<file path="src/rtl/load_store_unit.sv">
// load_store_unit: data-memory access stage driving a word-wide req/ack bus,
// with byte-lane steering, two-beat misaligned accesses, load extension and bus timeout.
module load_store_unit #(
    parameter int DATA_WIDTH     = 32,
    parameter int ADDR_WIDTH     = 32,
    parameter int TIMEOUT_CYCLES = 255
) (
    input  logic                  clk,
    input  logic                  rst,
    input  logic                  req,
    input  logic                  we,
    input  logic [1:0]            size,
    input  logic                  sign,
    input  logic [ADDR_WIDTH-1:0] addr,
    input  logic [DATA_WIDTH-1:0] wdata,
    output logic                  ready,
    output logic                  done,
    output logic                  err,
    output logic [DATA_WIDTH-1:0] rdata,
    output logic                  bus_req,
    output logic                  bus_we,
    output logic [ADDR_WIDTH-1:0] bus_addr,
    output logic [3:0]            bus_wstrb,
    output logic [DATA_WIDTH-1:0] bus_wdata,
    input  logic                  bus_ack,
    input  logic [DATA_WIDTH-1:0] bus_rdata
);
    // GAP is the mandatory idle bus cycle between the two beats of a split access
    typedef enum logic [2:0] {IDLE, BEAT0, GAP, BEAT1, DONE} state_t;
    state_t                state_q, state_d;
    logic                  we_q, sign_q, err_q, err_d;
    logic [1:0]            size_q;
    logic [ADDR_WIDTH-1:0] addr_q, base0, base1;
    logic [DATA_WIDTH-1:0] wdata_q, b0_q, rdata_q, rdata_d, rsh, rext;
    logic [31:0]           cnt_q, cnt_d;
    logic [1:0]            off;
    logic                  split, beat, timeout;
    logic [3:0]            nmask;
    logic [7:0]            mask;
    logic [63:0]           wsh, rcat;
    assign off     = addr_q[1:0];
    assign split   = (size_q == 2'b01 && off == 2'd3) || (size_q[1] && off != 2'd0);
    assign nmask   = size_q == 2'b00 ? 4'b0001 : size_q == 2'b01 ? 4'b0011 : 4'b1111;
    assign mask    = {4'b0000, nmask} << off;
    assign wsh     = {32'b0, wdata_q} << {off, 3'b000};
    assign rcat    = state_q == BEAT1 ? {bus_rdata, b0_q} : {32'b0, bus_rdata};
    assign rsh     = 32'(rcat >> {off, 3'b000});
    assign rext    = size_q == 2'b00 ? {{24{sign_q & rsh[7]}}, rsh[7:0]} :
                     size_q == 2'b01 ? {{16{sign_q & rsh[15]}}, rsh[15:0]} : rsh;
    assign base0   = {addr_q[ADDR_WIDTH-1:2], 2'b00};
    assign base1   = {addr_q[ADDR_WIDTH-1:2] + (ADDR_WIDTH-2)'(1), 2'b00};
    assign beat    = state_q == BEAT0 || state_q == BEAT1;
    assign timeout = TIMEOUT_CYCLES != 0 && cnt_q == 32'(TIMEOUT_CYCLES - 1);
    assign ready     = state_q == IDLE;
    assign done      = state_q == DONE;
    assign err       = done & err_q;
    assign rdata     = rdata_q;
    assign bus_req   = beat;
    assign bus_we    = beat & we_q;
    assign bus_addr  = state_q == BEAT0 ? base0 : state_q == BEAT1 ? base1 : '0;
    assign bus_wstrb = !we_q ? 4'b0000 : state_q == BEAT0 ? mask[3:0] : state_q == BEAT1 ? mask[7:4] : 4'b0000;
    assign bus_wdata = state_q == BEAT0 ? wsh[31:0] : state_q == BEAT1 ? wsh[63:32] : '0;
    always_comb begin
        state_d = state_q;
        cnt_d   = cnt_q;
        err_d   = err_q;
        rdata_d = rdata_q;
        case (state_q)
            IDLE: if (req) begin
                state_d = BEAT0;
                cnt_d   = '0;
                err_d   = 1'b0;
            end
            BEAT0, BEAT1: if (bus_ack) begin
                state_d = (state_q == BEAT0 && split) ? GAP : DONE;
                rdata_d = (!we_q && !(state_q == BEAT0 && split)) ? rext : rdata_q;
            end else if (timeout) begin
                state_d = DONE;
                err_d   = 1'b1;
            end else begin
                cnt_d = cnt_q + 32'd1;
            end
            GAP: begin
                state_d = BEAT1;
                cnt_d   = '0;
            end
            default: state_d = IDLE;
        endcase
    end
    always_ff @(posedge clk or posedge rst) begin
        if (rst) begin
            state_q <= IDLE;
            cnt_q   <= '0;
            err_q   <= 1'b0;
            rdata_q <= '0;
            we_q    <= 1'b0;
            sign_q  <= 1'b0;
            size_q  <= 2'b00;
            addr_q  <= '0;
            wdata_q <= '0;
            b0_q    <= '0;
        end else begin
            state_q <= state_d;
            cnt_q   <= cnt_d;
            err_q   <= err_d;
            rdata_q <= rdata_d;
            if (ready && req) begin
                we_q    <= we;
                sign_q  <= sign;
                size_q  <= size;
                addr_q  <= addr;
                wdata_q <= wdata;
            end
            if (state_q == BEAT0 && bus_ack) b0_q <= bus_rdata;
        end
    end
endmodule

</file>
<file path="config.mk">
export PLATFORM = sky130hd
export DESIGN_NAME = load_store_unit
export DESIGN_NICKNAME = d
export VERILOG_FILES = /design/src/rtl/load_store_unit.sv
export SDC_FILE = /design/constraint.sdc
export NUM_CORES = 1
export LEC_CHECK = 0
export ABC_AREA = 1
export BUFFER_PORTS_ARGS = -buffer_cell sky130_fd_sc_hd__buf_2
export CAP_MARGIN = 20
export CELL_PAD_IN_SITES_DETAIL_PLACEMENT = 2
export CELL_PAD_IN_SITES_GLOBAL_PLACEMENT = 2
export CORE_MARGIN = 1
export CORE_UTILIZATION = 30
export CTS_CLUSTER_DIAMETER = 150
export CTS_CLUSTER_SIZE = 12
export DETAILED_ROUTE_END_ITERATION = 8
export PLACE_DENSITY_LB_ADDON = 0.3
export SETUP_SLACK_MARGIN = 0.02
export SLEW_MARGIN = 0
export SYNTH_ARGS = -nofsm -noshare
export SYNTH_HDL_FRONTEND = slang
export SYNTH_SLANG_ARGS = --single-unit
</file>
<file path="constraint.sdc">
create_clock -name clk -period 6.51 [get_ports clk]
set_input_delay 1.302 -clock clk [delete_from_list [all_inputs] [get_ports clk]]
set_output_delay 1.302 -clock clk [all_outputs]
set_load 0.05 [all_outputs]
</file>
# After elaboration in Yosys (flattened, before gate mapping)

Index checks and enable logic that the tools add are counted.

Add/sub/neg operators: 2
Reductions and logical operators: 20
Bitwise operators: 4
Muxes and demuxes: 25
Eq/ne operators: 12
Shifts and indexed selects: 3

Operators by type and width:

| cell                    | count |
|---|---|
| $mux W32                | 9 |
| $pmux W32 S3            | 1 |
| $mux W64                | 1 |
| $shl A32 B5 Y64         | 1 |
| $shr A64 B5 Y32         | 1 |
| $add A32 B1 Y32 const B | 1 |
| $eq A32 B8 Y1 const B   | 1 |
| $add A30 B1 Y30 const B | 1 |
| $mux W4                 | 5 |
| $mux W3                 | 4 |
| $pmux W3 S3             | 1 |
| $ne A2 B2 Y1 const B    | 4 |
| $reduce_and A4 Y1       | 2 |
| $shl A4 B2 Y8           | 1 |
| $eq A3 B2 Y1 const B    | 2 |
| $logic_and A1 B1 Y1     | 6 |
| $and A1 B1 Y1           | 4 |
| $reduce_bool A2 Y1      | 2 |
| $eq A3 B1 Y1 const B    | 1 |
| $eq A3 B3 Y1 const B    | 1 |
| $logic_not A3 Y1        | 1 |
| $mux W1                 | 3 |
| $ne A3 B3 Y1 const B    | 1 |
| $reduce_and A3 Y1       | 1 |
| 9 further kinds         | 11 |

Bits of input ports: 104
Bits in registers: 168
Word-level logic and storage cells: 76

# Depth between registers and ports, before layout

Depth after elaboration: 7
Mapped depth: 13
Depth with buffers taken out: 11

# Worst setup path before layout

OpenSTA, ideal clock, no wires.

Path type: reg-to-output
Start: register state_q[2]
End: output port bus_wstrb[3]
Slack: 2394 ps
Cell stages (with the launch flop): 6
Data arrival time: 2814 ps
Required time: 5208 ps
Path buffers: 0
Cell sequence: dfrtp_1 > nor2_4 > inv_1 > nor2_1 > o21ai_0 > a211oi_1

Cells in the longest elaborated chain, start to end: 4
Elaborated cells on any way between the ends: 5

Ends and longest elaborated chain:

| item                     | RTL line | RTL |
|---|---|---|
| start: declaration       | 30       | `state_t state_q, state_d;` |
| start signal: assignment | 103      | `state_q <= state_d;` |
| $eq A3 B2 Y1             | 61       | `assign bus_wstrb = !we_q ? 4'b0000 : state_q == BEAT0 ? mask[3:0] : state_q == BEAT1 ? mask[7:4] : 4'b0000;` |
| $mux W4                  | 61       |  |
| $mux W4 * (2 in a row)   | 61       |  |
| end: declaration         | 23       | `output logic [3:0] bus_wstrb,` |

Every way passes the cells marked *; elsewhere a longest branch is shown, timed or not.

# Worst setup path in the final report

Start: register state_q[0]
End: output port bus_wstrb[0]

The elaborated chain is that of the path after synthesis.

==> results.tsv <==
metric	value	unit
grtUsageMet3	0.04495	
ys_warn_count	0	
portBuffers	206	
first_pass_iters	5	
arrival	3.46	ns
crit_path_start_kind	flop	
clk_path_buf_depth	2	
gp_congestion	0.8681	
cts_setup_buffers	0	
max_freq	0.2099	GHz
fin_crit_sh	0.7317	
syn_inst	1610	
cts_tree	built	
drt-initial-drc-count	515	
synthArstFlopShare	1.000	
crit_path_max_fanout	33	
fin_ws	1.746	ns
cts.sinks	168	
setup_tns	0	ns
min_path_cells	2	
p_leak	6.372	nW
cts_buffers	17	
cts-root-buf	clkbuf_16	
seq_area	0.004205	mm²
io_pins	209	
busiest_layer	met2	
rsz0062_at_grt	false	
dieWidth	192.2	µm
track_usage	0.2492	
ctsResizeCount	0	
synth-edff-count	0	
final_cell_area	0.01274	mm²
path_class	flop to output pin	
ys_ff_latch	168	
ys_seq_area_frac	0.3873	
antenna_found_initial	6	
worst_slew_pin_slew	1.015	ns
max-vdd-ir-drop	0.3650	mV
gr-usage-met1	0.3286	
post_dp_cell_area	0.01218	mm²
multiInputGateArea	0.005683	mm²
dp_slack	2.308	ns
fillerInstances	4355	
die-area	0.03695	mm²
rows	69	
critPathRequiredTime	5.21	ns
hold_violations	0	
slew-limit-headroom	0.3223	
hold_path_class	flop to flop	
drt-wirelength-per-cell	19.87	µm
fin_skew	0.009149	ns
grt_max_degree	87	
h-tree-depth	4	
holdBufCountCts	0	
start_util	0.3052	
slew_violations	0	
drcViolationCount	0	
fin_crit	4.764	ns
clk_pin_slew	0.07	ns
status	finished clean	
wirelength	44.61	mm
grt_pass1_wl	70.65	mm
setup_viol	0	
gr-usage-met2	0.4142	
grt_pass1_vias	12490	
rr_worst_depth	11	
num-nets-final	1877	
dp_hpwl	32.72	mm
p_per_area	547.1	mW/mm²
vias	11690	
synth.distinct_cells	42	
core_area	0.03557	mm²
clock_latency	0.46	ns
synthFlopType	dfrtp_1	
dieHeight	192.2	µm
cp-end-kind	output pin	
viasPerCell	5.207	
final_common_cell	nand2_1	
area_growth	17.34	%
reg2reg_slack	2.79	ns
mostFrequentLayoutCells	468 x nand2_1, 206 x buf_2, 186 x nor2_1	
avgSynthCellArea	6.742	µm²
syn_area	0.01086	mm²
grt_overflow	0	
ant_nets	0	
drv_cap	0	
drive_gt1_frac	0.1727	
## critical path, cell delays in order (launching register included)
cell and delay [ns]:
dfrtp_1 0.74, nand3_2 0.13, buf_4 0.28, inv_1 0.58, nand2_1 0.49, a21oi_1 0.43
buf_2 0.33
## registers in the layout, indices dropped and copies added (netlist names)
register,count
addr_q,32
rdata,32
b0_q,32
we_q,1
err_q,1
cnt_q,32
state_q,3
size_q,2
sign_q,1
wdata_q,32
## final timing paths
kind,from,to
max,state_q[0],bus_wstrb[0]
min,rdata[11],rdata[11]
min in group asynchronous,rst,cnt_q[25]
max in group asynchronous,rst,addr_q[0]
min reg2reg,rdata[11],rdata[11]
max reg2reg,addr_q[0],rdata[25]
## cell type report
| type | instances | area share |
|---|---|---|
| Sequential cell | 168 | 0.3302 |
| Inverter | 157 | 0.04666 |
| Multi-Input combinational cell | 1208 | 0.4462 |
| Timing Repair Buffer | 218 | 0.08802 |
| Tap cell | 461 | 0.04528 |
| Clock buffer | 18 | 0.03369 |
| Antenna cell | 1 | 0.0001965 |
| Clock inverter | 14 | 0.009823 |
## stage by stage
step	utilization	std cells	power, mW	hold WS [ns]
after floorplan	-	1611	4.782	0.4420
final	0.3581	2245	6.969	0.4784
after global routing	0.3580	2244	7.453	0.5033
after CTS	0.3580	2244	7.030	0.4820
after global placement	0.3424	2212	5.844	0.4561
after detailed placement	0.3424	2212	5.968	0.4630
## routing by layer
layer  share of wire  routed length [µm]  vias to the layer above
met5          0.0014                  61                        -
met4           0.017                 765                       10
met3           0.044                1945                       56
met2            0.47               21160                      240
met1            0.46               20680                     5843
li1                -                   -                     5541
## report_power, final
part	internal, mW	switching, mW
Combinational	0.975	3.14
Clock	0.530	0.495
Sequential	1.46	0.373
Total	2.96	4.01
## logic make-up (layout without fill, tap and decap cells)
logic type                 Yosys count  in the layout  synth area share
and+or+nand+nor                    911            911            0.3548
AOI/OAI and AO/OA                  251            251            0.1262
buffers and inverters              235            407           0.09025
DFF                                168            168            0.3873
xor gates and xnor gates            21             21           0.01694
muxes                               20             20           0.02075
adders and majority gates            3              3          0.003458
other                                1              3         0.0003454
## Yosys cell counts, types with 2 or more instances
master,instances,area share
nor3_1,34,0.016
nand3_1,165,0.076
o211ai_1,8,0.0055
buf_4,8,0.0055
mux2_2,20,0.021
inv_1,149,0.052
nor2_1,186,0.064
nor2_2,3,0.0017
a21oi_1,78,0.036
dfrtp_1,168,0.39
o22ai_1,13,0.0075
buf_2,30,0.014
or2_1,4,0.0023
nand2_1,469,0.16
ha_1,3,0.0035
clkbuf_1,32,0.011
a211oi_1,4,0.0028
nand3b_1,3,0.0021
buf_6,4,0.0041
nand2_2,2,0.0012
xor2_1,16,0.013
o32ai_1,2,0.0016
o221ai_1,8,0.0065
nor2_4,4,0.0041
a31oi_1,8,0.0046
nand4_1,21,0.012
or2_2,14,0.0081
xnor2_1,5,0.0040
o21ai_1,4,0.0018
inv_2,7,0.0024
buf_1,4,0.0014
o21ai_0,123,0.057
nand3_2,2,0.0018
No activity file was read; power rests on OpenSTA's default activity.
